### src/rtl/clock_pkg.sv
// clock_pkg
//   Shared types and constants for the starter-kit clock controller.
//   - ctrl_state_t : setting state machine encoding (also driven on LEDs)
//   - TIME_W       : width of the hour/minute/second counters
//   - HOUR_MAX, MIN_MAX, SEC_MAX : last legal value of each counter
//   - inc_wrap()   : increment with wrap to 0 at (or beyond) the limit
package clock_pkg;

    localparam int unsigned TIME_W = 6;

    localparam logic [TIME_W-1:0] HOUR_MAX = 6'd23;
    localparam logic [TIME_W-1:0] MIN_MAX  = 6'd59;
    localparam logic [TIME_W-1:0] SEC_MAX  = 6'd59;

    typedef enum logic [1:0] {
        RUN      = 2'd0,
        SET_HOUR = 2'd1,
        SET_MIN  = 2'd2
    } ctrl_state_t;

    // Values at or above the limit wrap to 0, so a corrupted counter
    // recovers on its next increment.
    function automatic logic [TIME_W-1:0] inc_wrap(
        input logic [TIME_W-1:0] val,
        input logic [TIME_W-1:0] lim
    );
        if (val >= lim) begin
            return '0;
        end
        return val + 1'b1;
    endfunction

endpackage

### src/rtl/tick_divider.sv
// tick_divider
//   Free-running prescaler producing a one-cycle tick every CLK_HZ clocks.
//   Ports:
//     clk   in  system clock
//     rst_n in  asynchronous active-low reset
//     clr   in  synchronous restart of the count at 0
//     tick  out high while the count sits at CLK_HZ-1
module tick_divider #(
    parameter int unsigned CLK_HZ = 50_000_000
) (
    input  logic clk,
    input  logic rst_n,
    input  logic clr,
    output logic tick
);

    localparam int unsigned CW = (CLK_HZ > 2) ? $clog2(CLK_HZ) : 1;
    localparam logic [CW-1:0] LAST = CW'(CLK_HZ - 1);

    logic [CW-1:0] tick_cnt;

    always_ff @(posedge clk or negedge rst_n) begin
        if (!rst_n) begin
            tick_cnt <= '0;
        end else if (clr || (tick_cnt == LAST)) begin
            tick_cnt <= '0;
        end else begin
            tick_cnt <= tick_cnt + 1'b1;
        end
    end

    assign tick = (tick_cnt == LAST);

endmodule

### src/rtl/clock_time_controller.sv
// clock_time_controller
//   Keeps hours/minutes/seconds and sequences user setting of hours and
//   minutes from two debounced key pulses.
//   Ports:
//     clk        in  system clock
//     rst_n      in  asynchronous active-low reset
//     key_mode   in  pulse: RUN -> SET_HOUR -> SET_MIN -> RUN
//     key_inc    in  pulse: increment edited field / toggle display in RUN
//     hour       out 0..23
//     min        out 0..59
//     sec        out 0..59
//     min_or_sec out display select, 0 = hour:min, 1 = min:sec
//     blink      out field-visible strobe, toggles per tick while setting
//     setting    out current state encoding
module clock_time_controller
    import clock_pkg::*;
#(
    parameter int unsigned CLK_HZ = 50_000_000
) (
    input  logic              clk,
    input  logic              rst_n,
    input  logic              key_mode,
    input  logic              key_inc,
    output logic [TIME_W-1:0] hour,
    output logic [TIME_W-1:0] min,
    output logic [TIME_W-1:0] sec,
    output logic              min_or_sec,
    output logic              blink,
    output logic [1:0]        setting
);

    ctrl_state_t       state, state_nx;
    logic [TIME_W-1:0] hour_nx, min_nx, sec_nx;
    logic              mos_nx, blink_nx;
    logic              tick, tick_clr;

    tick_divider #(
        .CLK_HZ (CLK_HZ)
    ) u_tick (
        .clk   (clk),
        .rst_n (rst_n),
        .clr   (tick_clr),
        .tick  (tick)
    );

    always_comb begin
        state_nx = state;
        hour_nx  = hour;
        min_nx   = min;
        sec_nx   = sec;
        mos_nx   = min_or_sec;
        blink_nx = blink;
        tick_clr = 1'b0;

        case (state)
            RUN: begin
                blink_nx = 1'b1;
                // Carry chain resolves fully within one edge.
                if (tick) begin
                    sec_nx = inc_wrap(sec, SEC_MAX);
                    if (sec >= SEC_MAX) begin
                        min_nx = inc_wrap(min, MIN_MAX);
                        if (min >= MIN_MAX) begin
                            hour_nx = inc_wrap(hour, HOUR_MAX);
                        end
                    end
                end
                if (key_mode) begin
                    state_nx = SET_HOUR;
                    mos_nx   = 1'b0;
                end else if (key_inc) begin
                    mos_nx = ~min_or_sec;
                end
            end

            SET_HOUR: begin
                mos_nx = 1'b0;
                if (key_mode) begin
                    state_nx = SET_MIN;
                    blink_nx = 1'b1;
                end else begin
                    if (key_inc) begin
                        hour_nx = inc_wrap(hour, HOUR_MAX);
                    end
                    if (tick) begin
                        blink_nx = ~blink;
                    end
                end
            end

            SET_MIN: begin
                mos_nx = 1'b0;
                if (key_mode) begin
                    // Restart the second so the first one after setting
                    // lasts a full CLK_HZ cycles.
                    state_nx = RUN;
                    sec_nx   = '0;
                    blink_nx = 1'b1;
                    tick_clr = 1'b1;
                end else begin
                    if (key_inc) begin
                        min_nx = inc_wrap(min, MIN_MAX);
                    end
                    if (tick) begin
                        blink_nx = ~blink;
                    end
                end
            end

            default: begin
                state_nx = RUN;
                mos_nx   = 1'b0;
                blink_nx = 1'b1;
            end
        endcase
    end

    always_ff @(posedge clk or negedge rst_n) begin
        if (!rst_n) begin
            state      <= RUN;
            hour       <= '0;
            min        <= '0;
            sec        <= '0;
            min_or_sec <= 1'b0;
            blink      <= 1'b1;
        end else begin
            state      <= state_nx;
            hour       <= hour_nx;
            min        <= min_nx;
            sec        <= sec_nx;
            min_or_sec <= mos_nx;
            blink      <= blink_nx;
        end
    end

    assign setting = state;

endmodule

### config.mk
export PLATFORM = sky130hd
export DESIGN_NAME = clock_time_controller
export DESIGN_NICKNAME = d
export VERILOG_FILES = /design/src/rtl/clock_pkg.sv /design/src/rtl/tick_divider.sv /design/src/rtl/clock_time_controller.sv
export SDC_FILE = /design/constraint.sdc
export NUM_CORES = 1
export LEC_CHECK = 0
export CORE_MARGIN = 3
export CORE_UTILIZATION = 50
export CTS_CLUSTER_SIZE = 20
export DETAILED_ROUTE_END_ITERATION = 6
export PLACE_DENSITY_LB_ADDON = 0.05
export SLEW_MARGIN = 10
export SYNTH_ARGS = -nofsm -noshare
export SYNTH_HDL_FRONTEND = slang
export SYNTH_SLANG_ARGS = --single-unit
### constraint.sdc
create_clock -name clk -period 3.55 [get_ports clk]
set_clock_uncertainty 0.1 [all_clocks]
set_input_delay 0.71 -clock clk [delete_from_list [all_inputs] [get_ports clk]]
set_output_delay 0.71 -clock clk [all_outputs]
set_load 0.01 [all_outputs]
# After elaboration in Yosys (flattened, before gate mapping)
# Cells that the tools add are included.
# W data, S select, Z words.
[word_totals]
elab_cells = 93
out_inout_bits = 22
regBits = 48
[op_classes]
order_cmp = 3
reduce_logical = 9
n_eq_ne = 15
muxes = 53
bitwise_logic = 2
n_addsub = 4
[op_table]
columns = ["op", "n"]
rows = [
  ["$mux W6", 19],
  ["$pmux W6 S2", 3],
  ["$add A26 B1 Y26 const B", 1],
  ["$eq A26 B26 Y1 const B", 1],
  ["$mux W1", 26],
  ["$mux W26", 1],
  ["$ne A2 B2 Y1 const B", 10],
  ["$add A6 B1 Y6 const B", 3],
  ["$ge A6 B6 Y1 const B", 2],
  ["$ge A6 B5 Y1 const B", 1],
  ["$mux W2", 3],
  ["$pmux W2 S3", 1],
  ["$reduce_and A3 Y1", 2],
  ["$reduce_and A6 Y1", 1],
  ["$reduce_and A5 Y1", 1],
  ["$reduce_bool A2 Y1", 2],
  ["$ne A3 B1 Y1 const B", 1],
  ["$ne A3 B3 Y1 const B", 1],
  ["$eq A2 B1 Y1 const B", 1],
  ["$eq A2 B2 Y1 const B", 1],
  ["$logic_not A2 Y1", 1],
  ["$not A1 Y1", 2],
  ["$reduce_or A2 Y1", 1],
  ["$logic_or A1 B1 Y1", 1],
]

# Logic depth before layout (Yosys ltp)
# Gate-level depths: netlist (run 1).
[depth]
ltp_word = 11
mapped_depth = 8

# Hierarchy
# A second synthesis (run 1) with hierarchy kept.
[hier_totals]
hier_cells = 268
hier_area_um2 = 2668.8
[by_module_without_submodules]
columns = ["mod", "area_per_inst_um2", "cells_per_inst", "n_inst"]
rows = [
  ["tick_divider", 1397.6, 147, 1],
  ["clock_time_controller", 1271.2, 121, 1],
]

# Worst setup path before layout (run 1)
# No wires, ideal clock.
[synth_path]
path_type = "input-to-reg"
start = "input port key_mode"
end = "register min[0]"
path_slack_ns = 1.434
n_path_buf = 1
t_arrival_ns = 1.891
cell_stages = 5
required_time_ns = 3.325
path_cell_list = "buf_2 > or2b_1 > a21oi_1 > nand2_4 > mux2_4"
[synth_between]
elab_chain_cells = 2
[synth_lines]
columns = ["element", "line_no", "source"]
rows = [
  ["start, declared", "clock_time_controller.sv:22", "input logic key_mode,"],
  ["$ne A2 B2 Y1 (no line)", "--", ""],
  ["$reduce_and A5 Y1 (no line)", "--", ""],
  ["end signal, assigned", "clock_time_controller.sv:129", "min <= min_nx;"],
  ["end, declared", "clock_time_controller.sv:25", "output logic [TIME_W-1:0] min,"],
]
# No other way between the ends.
# A chain may end at the register's enable or synchronous reset.

# Worst setup path after layout (run 1)
[layout_path]
start = "input port key_mode"
end = "register sec[3]"
[layout_between]
elab_chain_cells = 2
[layout_lines]
columns = ["element", "line_no", "source"]
rows = [
  ["$ne A2 B2 Y1 (no line)", "--", ""],
  ["$reduce_and A3 Y1 (no line)", "--", ""],
  ["end signal, assigned", "clock_time_controller.sv:130", "sec <= sec_nx;"],
  ["end, declared", "clock_time_controller.sv:26", "output logic [TIME_W-1:0] sec,"],
]
# No other way between the ends.

==> impl_metrics.ini, run 1 <==
[die]
fp.dieH_um = 78.48
io_pins = 26
initial_utilization = 0.5348
num_rows = 25
dieArea_um2 = 6158
die_width_um = 78.48
core_area_um2 = 4911

[clock_tree]
insertion_delay_ps = 300
htreeDepth = 2
clk_path_buf_depth = 2
clk_pin_slew_ps = 80
cts_sinks = 48
cts_tree = built
cts_resized = 0
cts_setup_buffers = 0
cts-root-buf = clkbuf_8
holdBufCountCts = 0
cts_buffers = 5

[timing]
fmax_mhz = 400.0
worst_slew_pin_slew_ps = 1049
fin_crit_ps = 2500
hold_viol = 0
drv_slew = 0
finalSetupViolCount = 0
fin_setup_tns_ps = 0
rsz0062_at_grt = no
maxSlewHeadroom = 0.3008
min_period_over_period = 0.7043

[synth]
postSynthAreaPerCell_um2 = 10.63
synth_ff_type = dfrtp_1
synth_top_area_share = 0.4478
synth_cells = 247
synth_edf_count = 0
async_flop_share = 1.000
netlist_area_um2 = 2626
synth_seq_area_share = 0.4578
yosys.area.top_type = dfrtp_1
synth_cell_types = 54
synthTopCellsByArea = dfrtp_1 (45%), xor2_1 (6.0%), nor2_1 (5.0%)
syn_nets = 258
ys.warnings.count = 0
ys_ff_latch = 48

[grt]
overflow = 0
grt_pass1_wl_um = 8866
grt_max_degree = 49
grtUsageTotal = 0.1799
grt_antenna_before_repair = 0
grt_pass1_vias = 1928

[finish]
synthToLayoutAreaGrowth_pct = 15.15
final_common_cell = dfrtp_1
diodes = 0
nets = 285
drive_gt1_frac = 0.1127
layout_common_cells = dfrtp_1 (47), nor2_1 (35), clkdlybuf4s50_1 (24)

[pwr]
vdd_ir_drop_max_uv = 269.0
clkPwrFrac = 0.184
power.density_nw_per_um2 = 695.0
seqPwrFrac = 0.402
combPwrFrac = 0.413
power_leakage_nw = 1.341
p_switching_mw = 0.7657
fin_total_pwr_mw = 2.102
intPower_mw = 1.336
switching_share = 0.3643

[placement]
dpl.hpwl_um = 3445
gp_congestion = 0.7648
port-buffer-count = 25

[outcome]
status = complete, no violations

[critical_path]
crit_path_top_delay_cell = clkdlybuf4s50_1
crit_family = compound AO/OA/AOI/OAI gates
end_kind = flop
path_cells = clkdlybuf4s50_1, mux2i_1, or4_1, o22ai_2, o21ai_0, o2bb2ai_1
startpoint_type = primary input
path_max_fanout = 9
path_class = in -> reg
slowest_delay_ps = 640
crit_arrival_ps = 2590
path_buf_inv = 1
required_ps = 3640

[routing]
antenna_left = 0
dr.pass1.iters = 4
remaining_drc_errors = 0
drt_iter0_markers = 72
vias = 1873
wl_um = 4906
wire_per_inst_um = 14.35
vias_per_cell = 5.477

[worst_hold_path]
hold_class = reg -> reg

[flow_run]
cap_violations = 0
layer usage:
layer  global-route usage  share of wire
met3              0.04702          0.033
met1               0.2307           0.49
met4              0.06469          0.016
met5                    0              0
met2               0.2937           0.46
final cells by class:
| type | instances | area (um2) |
|---|---|---|
| fill | 448 | 1887 |
| multi-input combinational | 188 | 1359 |
| clock inverter | 2 | 35.03 |
| inverter | 5 | 18.77 |
| clock buffer | 6 | 72.57 |
| timing repair buffer | 26 | 252.7 |
| sequential | 48 | 1202 |
| tap | 67 | 83.83 |
registers in the layout, indices dropped and copies added, names as in the netlist:
register,flops
blink,1
hour,6
min,6
min_or_sec,1
sec,6
setting,2
u_tick.tick_cnt,26
final timing paths:
| kind | start | to | slack (ps) | cells after the start |
|---|---|---|---|---|
| min | u_tick.tick_cnt[0] | u_tick.tick_cnt[0] | 390 | 1 |
| max | key_mode | sec[3] | 1050 | 6 |
| max reg2reg | u_tick.tick_cnt[0] | u_tick.tick_cnt[14] | 1130 | 7 |
| min reg2reg | u_tick.tick_cnt[0] | u_tick.tick_cnt[0] | 390 | 1 |
| min in group asynchronous | rst_n | min[4] | 480 | 1 |
| max in group asynchronous | rst_n | min[2] | 2210 | 1 |
metrics by stage:
| step | std cells | hold WS (ps) | setup slack, ps | instance area (um2) | util |
|---|---|---|---|---|---|
| detailed placement | 334 | 376.3 | 747.9 | 2917 | 0.5939 |
| global placement | 334 | 378.5 | 791.5 | 2917 | 0.5939 |
| finish | 342 | 387.5 | 1050 | 3024 | 0.6158 |
| CTS | 342 | 389.6 | 1086 | 3024 | 0.6158 |
| floorplan | 247 | 314.4 | 1434 | 2626 | - |
| global route | 342 | 453.3 | 864.8 | 3024 | 0.6158 |
cell usage after synthesis, drive strengths merged, types with 2 or more instances:
cell	count
nand3	21
o2111a	2
a31oi	4
inv	5
nor3b	2
nand3b	2
nand2	15
nor3	4
and4	4
ha	7
o21ai	3
mux2	4
or2	2
o31ai	2
o2bb2ai	6
nor2	35
mux2i	3
a21oi	2
dfrtp	47
o22a	2
nor4	2
xnor2	8
buf	5
a21o	2
and3	7
xor2	18
nand4	9
nand2b	7
power groups by stage:
| stage | Clock, mW | Sequential [mW] | Combinational [mW] |
|---|---|---|---|
| 6_report | 0.388 | 0.846 | 0.868 |
| 5_1_grt | 0.424 | 0.871 | 0.967 |
| 4_1_cts | 0.400 | 0.844 | 0.878 |
| 3_5_place_dp | 0 | 0.854 | 0.878 |
| 3_3_place_gp | 0 | 0.851 | 0.858 |
| 2_1_floorplan | 0 | 0.863 | 0.556 |
logic make-up after synthesis:
family,count (synthesis),share of synthesized area
xor+xnor,26,0.08671
fa+ha+maj,8,0.03716
buf+inv,11,0.02477
flops,48,0.4578
mux,7,0.03144
compound gates,29,0.09719
simple gates,118,0.2649
(Power assumes the default switching activity.)
==> run 2: changes to the inputs <==
Clock period 3.55 ns to 2.1 ns, I/O delays scaled along.
==> impl_metrics.ini, run 2 (synthesis results as in run 1) <==
[critical_path]
reg2reg_slack_ps = 120
required_ps = 2190
path_class = reg -> reg
crit_arrival_ps = 2080
startpoint_type = flop
end_kind = flop
path_max_fanout = 5

[routing]
antenna_left = 0
drt_iter0_markers = 64
wl_um = 5071
vias_per_cell = 5.371
dr.pass1.iters = 4
remaining_drc_errors = 0
wire_per_inst_um = 13.93
vias = 1955

[timing]
maxSlewHeadroom = 0.6492
min_period_over_period = 0.9435
hold_viol = 0
fin_crit_ps = 1981
worst_slew_pin_slew_ps = 526.1
fmax_mhz = 504.7
rsz0062_at_grt = no
layout_setup_ws_ps = 118.7
drv_slew = 0
finalSetupViolCount = 0

[die]
initial_utilization = 0.5348
io_pins = 26
dieArea_um2 = 6158
die_width_um = 78.48
num_rows = 25
fp.dieH_um = 78.48
core_area_um2 = 4911

[finish]
n_fill_cell = 419
final_common_cell = dfrtp_1
largest_reg_flops = 26
nets = 307
drive_gt1_frac = 0.1886
layout_common_cells = dfrtp_1 (47), nor2_1 (35), clkdlybuf4s50_1 (24)
synthToLayoutAreaGrowth_pct = 22.87
top_register = u_tick.tick_cnt
fin_cells = 364
diodes = 0

[clock_tree]
cts_buffers = 5
clk_path_buf_depth = 2
cts-root-buf = clkbuf_8
htreeDepth = 2
insertion_delay_ps = 300
cts_tree = built
cts_sinks = 48
clk_pin_slew_ps = 90

[grt]
grt_max_degree = 29
grt_antenna_before_repair = 0
grt_pass1_wl_um = 8963
grtUsageTotal = 0.1836
overflow = 0
grt_pass1_vias = 1893

[placement]
dpl.hpwl_um = 3671
port-buffer-count = 25
placed_cells = 354
pre_cts_ws_ps = -105.4
gp_congestion = 0.8230

[pwr]
power_leakage_nw = 1.452
power.density_nw_per_um2 = 1179
vdd_ir_drop_max_uv = 491.4
fin_total_pwr_mw = 3.805

[outcome]
status = complete, no violations

[flow_run]
cap_violations = 0

[worst_hold_path]
hold_class = reg -> reg
-- run 2: metrics by stage --
step / hold WS (ps) / setup TNS, ps / utilization / area [um2]
2_1_floorplan: 24.41 / 0 / - / 2626
3_3_place_gp: 322.4 / -443.5 / 0.6270 / 3079
4_1_cts: 442.9 / 0 / 0.6517 / 3201
5_1_grt: 477.7 / 0 / 0.6571 / 3227
3_5_place_dp: 325.6 / -582.9 / 0.6270 / 3079
6_report: 436.1 / 0 / 0.6571 / 3227
-- run 2: what timing repair did --
item | CTS | global route
endpoints found under the hold margin | 19 | 0
hold buffers | 1 | 0
endpoints found under the setup margin | 0 | 41
gates resized for setup | 0 | 4
buffers inserted | 0 | 1
-- run 2: final timing paths --
check	startpoint	end	cells past startpoint
worst max-delay path	u_tick.tick_cnt[11]	min[4]	6
worst min-delay path	hour[5]	hour[5]	1
worst max register to register	u_tick.tick_cnt[11]	min[4]	6
worst min register to register	hour[5]	hour[5]	1
max in group asynchronous	rst_n	sec[4]	3
min in group asynchronous	rst_n	setting[1]	2
-- run 2: worst max-delay path, stage by stage, from the launching register on --
cell and delay [ps]:
dfrtp_1 440, nor4_4 340, nand4_4 210, o31ai_4 350, buf_4 190, nand4_1 100, o2bb2ai_1 140
-- run 2: power by group --
part,internal (mW),leakage [nW],switching (mW)
Sequential,1.14,0.628,0.267
Clock,0.352,0.0541,0.312
Combinational,0.965,0.770,0.765
-- run 2: layout make-up --
| class | count | area, um2 | share of cell area |
|---|---|---|---|
| Timing Repair Buffer | 48 | 432.9 | 0.1342 |
| Inverter | 5 | 18.77 | 0.005816 |
| Clock buffer | 5 | 68.82 | 0.02133 |
| Multi-Input combinational cell | 188 | 1378 | 0.4269 |
| Sequential cell | 48 | 1202 | 0.3726 |
| Clock inverter | 3 | 42.54 | 0.01318 |
| Tap cell | 67 | 83.83 | 0.02598 |
-- run 2: per-layer routing --
metal / vias up / GRT usage / share of wire
met3: 7 / 0.03326 / 0.035
met2: 28 / 0.3014 / 0.47
met4: 0 / 0.06818 / 0.014
li1: 983 / - / -
met5: - / 0 / 0
met1: 937 / 0.2424 / 0.48
==> run 3: changes to the inputs <==
Settings changed: GPL_TIMING_DRIVEN from default to 0.
==> impl_metrics.ini, run 3 (synthesis results as in run 1) <==
[die]
core_area_um2 = 4911
io_pins = 26
dieArea_um2 = 6158
num_rows = 25
initial_utilization = 0.5348
fp.dieH_um = 78.48
die_width_um = 78.48

[timing]
worst_slew_pin_slew_ps = 516.2
rsz0062_at_grt = yes
drv_slew = 0
fin_crit_ps = 2116
fin_setup_tns_ps = -16.40
fmax_mhz = 472.5
fin_hold_ws_ps = 326.3
maxSlewHeadroom = 0.6558
hold_viol = 0
min_period_over_period = 1.008
layout_setup_ws_ps = -16.40
finalSetupViolCount = 1

[placement]
gp_congestion = 0.7814
pre_cts_ws_ps = -239.6
placed_cells = 339
port-buffer-count = 24
dpl.hpwl_um = 3534

[finish]
drive_gt1_frac = 0.2136
largest_reg_flops = 26
top_register = u_tick.tick_cnt
final_util = 0.6645
final_common_cell = dfrtp_1
synthToLayoutAreaGrowth_pct = 24.25
layout_common_cells = dfrtp_1 (47), nor2_1 (35), clkdlybuf4s50_1 (23)
fin_cells = 362
nets = 305
diodes = 0

[clock_tree]
htreeDepth = 2
cts-root-buf = clkbuf_8
cts_tree = built
cts_buffers = 5
insertion_delay_ps = 300
clk_path_buf_depth = 2
clk_pin_slew_ps = 90
cts_sinks = 48

[critical_path]
reg2reg_slack_ps = -20
worstRegToRegCells = 7
slowest_delay_ps = 450
path_cells = ha_4, buf_6, mux2i_4, or4_4, o22ai_4, mux2i_1, nand2_1
r2r_start = setting[1]
crit_path_top_delay_cell = or4_4
path_class = reg -> reg
startpoint_type = flop
end_kind = flop
crit_arrival_ps = 2220
required_ps = 2200
path_buf_inv = 1
crit_family = simple AND/OR/NAND/NOR gates
r2r-end = sec[4]
path_max_fanout = 8

[routing]
vias = 2029
wl_um = 5189
wire_per_inst_um = 14.33
dr.pass1.iters = 4
antenna_left = 0
remaining_drc_errors = 0
drt_iter0_markers = 41
vias_per_cell = 5.605

[worst_hold_path]
min_path_cells = 2
hold_end = min_or_sec
worstHoldStart = key_mode
hold_class = in -> reg

[grt]
grtUsageTotal = 0.1793
grt_antenna_before_repair = 0
grt_pass1_vias = 1863
grt_pass1_wl_um = 8818
overflow = 0
grt_max_degree = 28

[pwr]
power_leakage_nw = 1.432
power.density_nw_per_um2 = 1186
vdd_ir_drop_max_uv = 440.3

[flow_run]
cap_violations = 0

[outcome]
status = complete, but fails checks
violations = negative setup slack
[run 3: cell count changes in the layout (fill, tap and decap cells not counted), sizes merged]
cell | before | now
buf | 23 | 21
clkbuf | 5 | 9
clkinv | 1 | 0
clkdlybuf4s50 | 24 | 23
clkinvlp | 1 | 0
bufinv | 1 | 0
[run 3: where the power goes]
part	switching, mW	leakage (nW)	total [mW]	internal (mW)
sequential	0.285	0.628	1.43	1.14
clock	0.302	0.0455	0.571	0.269
combinational	0.844	0.758	1.87	1.03
[run 3: worst reg2reg max path, cell delays in order (launching register included)]
cell     delay [ps]
dfrtp_1         430
ha_4            170
buf_6           120
mux2i_4         180
or4_4           450
o22ai_4         280
mux2i_1         230
nand2_1          60
[run 3: layer usage]
metal	share of wire	global-route usage	vias up
met5	0	0	-
met4	0.011	0.06818	0
met3	0.029	0.03211	5
met2	0.50	0.2928	25
met1	0.45	0.2373	1018
li1	-	-	981
[run 3: area by class of cell]
| cell class | instances | area (um2) |
|---|---|---|
| tap | 67 | 83.83 |
| sequential | 48 | 1202 |
| multi-input combinational | 188 | 1448 |
| fill | 385 | 1648 |
| timing repair buffer | 40 | 370.4 |
| buffer | 6 | 50.05 |
| clock buffer | 8 | 90.09 |
| inverter | 5 | 18.77 |
[run 3: worst max-delay path by stage]
stage	start	end	depth (start not counted)
floorplan	setting[0]	sec[4]	8
global placement	rst_n	u_tick.tick_cnt[10]	1
detailed placement	key_inc	min[0]	5
CTS	setting[0]	sec[4]	8
global route	setting[1]	sec[4]	8
finish	setting[1]	sec[4]	7
[run 3: timing repair]
action | in CTS | in global routing
buffers inserted | 4 | 10
pin swaps | 4 | 2
gates resized for setup | 9 | 14
endpoints found under the setup margin | 32 | 36
hold buffers | 1 | 0
endpoints found under the hold margin | 6 | 0
cloned | 0 | 0
[run 3: stage by stage]
| step | total power [mW] | area [um2] |
|---|---|---|
| after CTS | 3.665 | 3128 |
| after floorplan | 2.398 | 2626 |
| after global placement | 2.929 | 2950 |
| after global routing | 4.138 | 3263 |
| after detailed placement | 2.972 | 2965 |
| final | 3.871 | 3263 |
